$ cat config.mk
export PLATFORM = sky130hd
export DESIGN_NAME = instruction_decode
export DESIGN_NICKNAME = d
export VERILOG_FILES = /design/src/rtl/instruction_decode.sv
export SDC_FILE = /design/constraint.sdc
export NUM_CORES = 2
export LEC_CHECK = 0
export CORE_UTILIZATION = 35
export DETAILED_ROUTE_END_ITERATION = 7
export PLACE_DENSITY = 0.51
export SKIP_LAST_GASP = 1
export SLEW_MARGIN = 20
export SYNTH_ARGS = -nofsm -noshare
export SYNTH_HDL_FRONTEND = slang
export SYNTH_SLANG_ARGS = --single-unit
$ cat constraint.sdc
create_clock -name Clock -period 4.2 [get_ports Clock]
set_clock_uncertainty 0.2 [all_clocks]
set_input_delay 0.42 -clock Clock [delete_from_list [all_inputs] [get_ports Clock]]
set_output_delay 0.42 -clock Clock [all_outputs]
set_load 0.02 [all_outputs]
$ cat src/rtl/instruction_decode.sv
// MIPS ID stage: instruction decode, 32x32 register file and immediate extension.
// Optional macro DECODE_BYPASS_EN makes the register file write-through for same-cycle reads.
module instruction_decode (
  input  logic        Clock,
  input  logic        Reset,
  input  logic [31:0] Instruction,
  input  logic [4:0]  RegDestSelected_WB,
  input  logic [31:0] RegWriteData_WB,
  input  logic        RegWrite_WB,
  output logic        PCSel,
  output logic        RegDst,
  output logic        ALUSrc0,
  output logic [1:0]  ALUSrc1,
  output logic        R_Enable,
  output logic        W_Enable,
  output logic [1:0]  R_Width,
  output logic [1:0]  W_Width,
  output logic        MemToReg,
  output logic        RegWrite,
  output logic [4:0]  BranchSel,
  output logic [31:0] Reg_Data1,
  output logic [31:0] Reg_Data2,
  output logic [31:0] Imm32b
);

  localparam logic [5:0] OP_RTYPE = 6'b000000, OP_REGIMM = 6'b000001, OP_J    = 6'b000010,
                         OP_JAL   = 6'b000011, OP_BEQ    = 6'b000100, OP_BNE  = 6'b000101,
                         OP_BLEZ  = 6'b000110, OP_BGTZ   = 6'b000111, OP_ADDI = 6'b001000,
                         OP_ADDIU = 6'b001001, OP_SLTI   = 6'b001010, OP_SLTIU= 6'b001011,
                         OP_ANDI  = 6'b001100, OP_ORI    = 6'b001101, OP_XORI = 6'b001110,
                         OP_LUI   = 6'b001111, OP_MUL    = 6'b011100, OP_LB   = 6'b100000,
                         OP_LH    = 6'b100001, OP_LW     = 6'b100011, OP_SB   = 6'b101000,
                         OP_SH    = 6'b101001, OP_SW     = 6'b101011;

  localparam logic [5:0] FN_SLL = 6'b000000, FN_SRL = 6'b000010, FN_SRA  = 6'b000011,
                         FN_JR  = 6'b001000, FN_ADD = 6'b100000, FN_ADDU = 6'b100001,
                         FN_SUB = 6'b100010, FN_AND = 6'b100100, FN_OR   = 6'b100101,
                         FN_XOR = 6'b100110, FN_NOR = 6'b100111, FN_SLT  = 6'b101010,
                         FN_SLTU= 6'b101011, FN_MUL = 6'b000010;

  logic [5:0]  opcode, funct;
  logic [4:0]  rs, rt;
  logic [15:0] imm16;

  assign opcode = Instruction[31:26];
  assign rs     = Instruction[25:21];
  assign rt     = Instruction[20:16];
  assign imm16  = Instruction[15:0];
  assign funct  = Instruction[5:0];

  logic [31:0] regs [32];

  always_ff @(posedge Clock) begin
    if (!Reset) begin
      for (int i = 0; i < 32; i++) regs[i] <= '0;
    end else if (RegWrite_WB && (RegDestSelected_WB != 5'd0)) begin
      regs[RegDestSelected_WB] <= RegWriteData_WB;
    end
  end

  logic [31:0] rd1, rd2;

  always_comb begin
    rd1 = (rs == 5'd0) ? 32'h0 : regs[rs];
    rd2 = (rt == 5'd0) ? 32'h0 : regs[rt];
`ifdef DECODE_BYPASS_EN
    // Forward the WB data when it targets the register being read this cycle.
    if (RegWrite_WB && (RegDestSelected_WB != 5'd0) && (RegDestSelected_WB == rs)) rd1 = RegWriteData_WB;
    if (RegWrite_WB && (RegDestSelected_WB != 5'd0) && (RegDestSelected_WB == rt)) rd2 = RegWriteData_WB;
`endif
  end

  logic        pc_sel, reg_dst, alu_src0, r_en, w_en, mem_to_reg, reg_write;
  logic [1:0]  alu_src1, r_width, w_width;
  logic [4:0]  branch_sel;
  logic [31:0] imm32;

  always_comb begin
    pc_sel     = 1'b0;
    reg_dst    = 1'b0;
    alu_src0   = 1'b0;
    alu_src1   = 2'b00;
    r_en       = 1'b0;
    w_en       = 1'b0;
    r_width    = 2'b00;
    w_width    = 2'b00;
    mem_to_reg = 1'b0;
    reg_write  = 1'b0;
    branch_sel = 5'd0;
    case (opcode)
      OP_RTYPE: begin
        // The all-zero word would otherwise decode as sll $0,$0,0; it is a true NOP.
        if (Instruction != 32'h0) begin
          case (funct)
            FN_ADD, FN_ADDU, FN_SUB, FN_AND, FN_OR, FN_NOR, FN_XOR, FN_SLT, FN_SLTU: begin
              reg_dst = 1'b1; reg_write = 1'b1;
            end
            FN_SLL, FN_SRL, FN_SRA: begin
              reg_dst = 1'b1; reg_write = 1'b1; alu_src0 = 1'b1;
            end
            FN_JR: begin
              pc_sel = 1'b1; branch_sel = 5'd9;
            end
            default: ;
          endcase
        end
      end
      OP_MUL: begin
        if (funct == FN_MUL) begin
          reg_dst = 1'b1; reg_write = 1'b1;
        end
      end
      OP_ADDI, OP_ADDIU, OP_SLTI, OP_SLTIU, OP_ANDI, OP_ORI, OP_XORI, OP_LUI: begin
        reg_write = 1'b1; alu_src1 = 2'b01;
      end
      OP_LW, OP_LH, OP_LB: begin
        r_en = 1'b1; mem_to_reg = 1'b1; reg_write = 1'b1; alu_src1 = 2'b01;
        r_width = (opcode == OP_LW) ? 2'b00 : (opcode == OP_LH) ? 2'b01 : 2'b10;
      end
      OP_SW, OP_SH, OP_SB: begin
        w_en = 1'b1; alu_src1 = 2'b01;
        w_width = (opcode == OP_SW) ? 2'b00 : (opcode == OP_SH) ? 2'b01 : 2'b10;
      end
      OP_BEQ:  begin pc_sel = 1'b1; branch_sel = 5'd1; end
      OP_BNE:  begin pc_sel = 1'b1; branch_sel = 5'd2; end
      OP_BGTZ: begin pc_sel = 1'b1; branch_sel = 5'd3; end
      OP_BLEZ: begin pc_sel = 1'b1; branch_sel = 5'd4; end
      OP_REGIMM: begin
        if (rt == 5'd0) begin pc_sel = 1'b1; branch_sel = 5'd5; end
        else if (rt == 5'd1) begin pc_sel = 1'b1; branch_sel = 5'd6; end
      end
      OP_J:   begin pc_sel = 1'b1; branch_sel = 5'd7; end
      OP_JAL: begin pc_sel = 1'b1; branch_sel = 5'd8; reg_write = 1'b1; end
      default: ;
    endcase

    case (opcode)
      OP_ANDI, OP_ORI, OP_XORI: imm32 = {16'h0000, imm16};
      OP_LUI:                   imm32 = {imm16, 16'h0000};
      default:                  imm32 = {{16{imm16[15]}}, imm16};
    endcase
  end

  // Reset held low blanks every output, data included.
  always_comb begin
    PCSel     = Reset & pc_sel;
    RegDst    = Reset & reg_dst;
    ALUSrc0   = Reset & alu_src0;
    ALUSrc1   = Reset ? alu_src1 : 2'b00;
    R_Enable  = Reset & r_en;
    W_Enable  = Reset & w_en;
    R_Width   = Reset ? r_width : 2'b00;
    W_Width   = Reset ? w_width : 2'b00;
    MemToReg  = Reset & mem_to_reg;
    RegWrite  = Reset & reg_write;
    BranchSel = Reset ? branch_sel : 5'd0;
    Reg_Data1 = Reset ? rd1 : 32'h0;
    Reg_Data2 = Reset ? rd2 : 32'h0;
    Imm32b    = Reset ? imm32 : 32'h0;
  end

endmodule

# Word level (Yosys, flattened, before mapping)
# Memory sizes are Yosys's and may differ from the RTL's.
# Index checks and enable logic that the tools add are counted.
[word_totals] reg_bits=0 ramBits=1024 input_bits=72 word_cells=102 mem_count=1
[memory_table] memory="regs" words=32 width=32 rd=2 rd_clocked_by_memory_dff=0 write_ports=32 line="51" source="logic [31:0] regs [32];"
[classes] n_eq_ne=35 muxes=44 n_bitwise=6 reduce_logical=16
[op_table] op="2-to-1 mux 32 bit" n=6
[op_table] op="== test 6 bit (second input constant)" n=15
[op_table] op="one-hot mux 32 bit (2 select lines)" n=1
[op_table] op="== test 6 x 4 -> 1 bit (second input constant)" n=9
[op_table] op="one-hot mux 4 bit (8 select lines)" n=1
[op_table] op="nonzero test 32 bit" n=1
[op_table] op="OR reduction 32 bit" n=1
[op_table] op="== test 6 x 2 -> 1 bit (second input constant)" n=4
[op_table] op="== test 6 x 3 -> 1 bit (second input constant)" n=4
[op_table] op="OR reduction 12 bit" n=2
[op_table] op="2-to-1 mux 1 bit" n=18
[op_table] op="2-to-1 mux 2 bit" n=9
[op_table] op="OR reduction 14 bit" n=1
[op_table] op="zero test 6 bit" n=2
[op_table] op="OR reduction 3 bit" n=4
[op_table] op="zero test 5 bit" n=2
[op_table] op="2-to-1 mux 5 bit" n=2
[op_table] op="2-to-1 mux 4 bit" n=2
[op_table] op="AND 1 bit" n=6
[op_table] op="== test 6 x 1 -> 1 bit (second input constant)" n=1
[op_table] op="== test 6 x 5 -> 1 bit (second input constant)" n=1
[op_table] op="2-to-1 mux 3 bit" n=2
[op_table] op="one-hot mux 1 bit (3 select lines)" n=2
[op_table] op="OR reduction 6 bit" n=1
[op_table] op="other kinds (4)" n=4

# Logic depth before layout (Yosys ltp)
[logic_depth] ltp_word=7 mapped_depth=9

# Worst setup path before layout
# No wires, ideal clock.
[synth_timing] path_kind="input port to flip-flop" start="input RegDestSelected_WB[1]" end="memory regs[12][0], enable pin" t_arrival_ns=3.362 required_ns=3.534 path_slack_ns=0.172 path_stages=3 cell_sequence="or3_1 -> clkbuf_1 -> o21ai_0"
[synth_lines] item="start, declared" line="7" source="input logic [4:0] RegDestSelected_WB,"
[synth_lines] item="end, declared" line="51"

# Worst setup path in the final report
[layout_timing] start="input Instruction[18]" end="output Reg_Data2[15]"
[layout_between] elab_chain_cells=3 elab_cells_between_ends=4
[layout_rtl] item="start, declared" line="6" source="input logic [31:0] Instruction,"
[layout_rtl] item="memory (32 x 32 bit) or zero test 5 bit (tied branches)"
[layout_rtl] item="2-to-1 mux 32 bit (*)" line="65" source="rd2 = (rt == 5'd0) ? 32'h0 : regs[rt];"
[layout_rtl] item="2-to-1 mux 32 bit (*)" line="158" source="Reg_Data2 = Reset ? rd2 : 32'h0;"
[layout_rtl] item="end, declared" line="22" source="output logic [31:0] Reg_Data2,"
# Mark *: on every way between the ends. The rest lies on a longest branch, timed or not.

==> impl_metrics.yaml <==
critical_path:
  cp-start-kind: "input port"
  critPathArrivalTime_ns: 3.46
  cp_max_fo: 21
  cp-startpoint: "Instruction[18]"
  required_ns: 3.58
  end_kind: "output pin"
  path_class: "input port to output pin"
clock_tree:
  cts_tree: "done"
  clock-sinks: 1024
  clockBufferDepth: 3
  postCtsSetupRepairBufs: 0
  cts_htree_levels: 3
  cts_inserted_buffers: 115
  root_buffer: "clkbuf_16"
  hold_buffers: 0
  cts.reportedPaths.clkPinSlew_ns: 0.06
die:
  core_mm2: 0.1566
  die-area_mm2: 0.1598
  io_pins: 186
  initial_core_util_pct: 35.36
  die_w_um: 399.7
  die_h_um: 399.7
  rows: 145
yosys:
  synthArstFlopShare_pct: 0
  synth_top_area_share_pct: 55.54
  synth-edff-count: 1024
  syn_avg_cell_area_um2: 15.24
  synth_top_family_by_area: "multiplexers"
  synthTopCellsByArea: "edfxtp_1 56%, mux4_2 20%, and2_1 11%"
  synthFlopType: "edfxtp_1"
  synth_fa_ha_area_share_pct: 0
  ys_ff_latch: 1024
  synth-simple-area-share_pct: 14.19
  synth_compound_area_share_pct: 2.441
  synthXorXnorAreaFrac_pct: 0
  ys_seq_area_share_pct: 55.54
  yosysWarnings: 0
  synthesis.area_mm2: 0.05536
  synth_top_area_cell: "edfxtp_1"
  muxShareOfSynthArea_pct: 24.51
  synth_cell_types: 47
  synth_cells: 3633
timing:
  hold_violations: 0
  min_period_ns: 4.085
  setup-violations-final: 0
  worst_slew_pin_slew_ns: 1.125
  fmax_mhz: 244.8
  finalCritPeriodShare_pct: 97.25
  tns_ns: 0
  drv_slew: 0
  relSlewSlack_pct: 24.79
  grt_setup_unrepaired: "no"
detailed_routing:
  vias: 34140
  via_per_inst: 5.728
  m1WireLength_mm: 80.63
  wl_per_cell_um: 31.99
  drt_iter0_markers: 3533
  drtPass1Iterations: 5
  met3RoutedLength_mm: 13.33
  dr_wl_met2_mm: 89.77
  highest_layer: "met5"
  wl_mm: 190.7
  remaining_drc_errors: 0
  drt.antenna.violating_nets: 0
global_route:
  grt_max_degree: 69
  grt_pass1_wl_mm: 265.6
  grtUsageTotal_pct: 23.80
  grt_pass1_vias: 34140
  antenna_found_initial: 22
  gr-total-overflow: 0
place:
  place_congestion: 0.8204
  dp_hpwl_mm: 114.3
  io_buffers: 183
min_path:
  min-delay-start: "RegWriteData_WB[6]"
  hp-class: "input port to register"
cells_and_area:
  largest_reg_flops: 1024
  drive_above_1_share_pct: 26.05
  nets: 3873
  reg_top3: "regs: 1024 flops"
  nFillCells: 14080
  areaGrowthSynthToFinish_pct: 16.15
  top_register: "regs"
power_and_ir_drop:
  power_density_mw_per_mm2: 389.6
  power.total_w: 0.02505
  power.leakage_nw: 22.08
  peakVddDrop_mv: 0.3065
flow_run:
  maxCapViolCount: 0
outcome:
  status: "finished clean"
layout by cell type (no fill, tap or decap), types with 31 or more instances in the layout:
cell	synthesis	final
mux2i_1	235	235
a21oi_1	33	33
and2_1	1010	1010
edfxtp_1	1024	1024
clkinv_1	0	32
nor2_1	84	52
nor2_4	0	32
clkdlybuf4s50_1	0	112
nor2b_1	74	73
nand2_1	34	32
buf_4	41	223
o21ai_4	0	31
buf_12	0	48
conb_1	1	34
mux4_2	498	498
clkbuf_16	0	115
nor4_1	39	33
clkbuf_1	243	31
a221oi_1	35	35
worst max-delay path: stages:
cell and delay, ns:
buf_4 0.24, buf_12 0.22, or4_4 0.68, buf_4 0.24, buf_4 0.22, nor2b_1 0.17, nor4_1 0.11, a221oi_1 0.71
buf_4 0.27, buf_4 0.14
layout make-up:
cell class	count	area, um^2	share of cell area, %
flip-flops and latches	1024	30750	47.82
multi-input cells	2254	23550	36.63
repair buffers	402	3897	6.061
clock buffers	146	2994	4.656
well taps	2058	2575	4.004
clock inverters	63	493.0	0.7666
diodes	10	25.02	0.03892
inverters	4	15.01	0.02335
final timing paths:
| kind | to | slack (ns) | cells past startpoint |
|---|---|---|---|
| max | Reg_Data2[15] | 0.12 | 10 |
| min | regs[22][6]$_SDFFCE_PN0P_ | 0.14 | 2 |
repair_timing:
action / in CTS / in global routing
gates resized for setup: 4 / 0
setup endpoints to repair: 4 / 0
endpoints found under the hold margin: 0 / 0
power by group:
part	leakage [nW]	switching [W]	internal [W]
clock network	1.69	0.00426	0.00532
registers	9.75	0.000269	0.0118
logic	10.6	0.00192	0.00147
total	22.1	0.00645	0.0186
metal layers:
layer	GRT usage (%)	up-vias
met5	0	-
met4	7.879	16
met3	3.762	295
met2	38.33	1478
met1	32.80	18070
li1	-	14280
logic make-up after synthesis:
group                  count (synthesis)
multiplexers                         733
buffers and inverters                388
AO/OA/AOI/OAI                        190
AND/OR/NAND/NOR                     1297
other                                  1
flip-flops                          1024
cell usage after synthesis, types with 2 or more instances:
master    number
edfxtp_1    1024
and2_1      1010
mux4_2       498
clkbuf_1     243
mux2i_1      235
nor2_1        84
nor2b_1       74
buf_2         72
buf_4         41
nor4_1        39
o21ai_0       38
a221oi_1      35
nand2_1       34
a21oi_1       33
o221ai_1      25
o22a_1        25
buf_6         17
a22oi_1       15
a31oi_1        9
buf_1          8
nor3_1         8
nand2b_1       7
or4_1          7
nand3_1        6
nand3b_1       6
or3_1          4
a32o_1         3
clkbuf_2       3
inv_1          3
nand4b_1       3
a211o_1        2
and3_1         2
and3b_1        2
and4b_1        2
nor3_2         2
nor3b_1        2
o211ai_1       2
through the flow:
stage               setup slack [ns]  util [%]  hold slack [ns]  std cells  cell area, um^2
CTS                          0.09098     41.08           0.1335       5951            64320
global placement             0.05231     38.85           0.9381       5742            60830
global route                 0.06812     41.05           0.1445       5951            64280
detailed placement           0.06211     38.84           0.9300       5742            60810
finish                        0.1153     41.07           0.1352       5961            64300
floorplan                     0.1722         -           0.4182       3666            55490
Note: power is estimated with default switching activity, not from simulation.
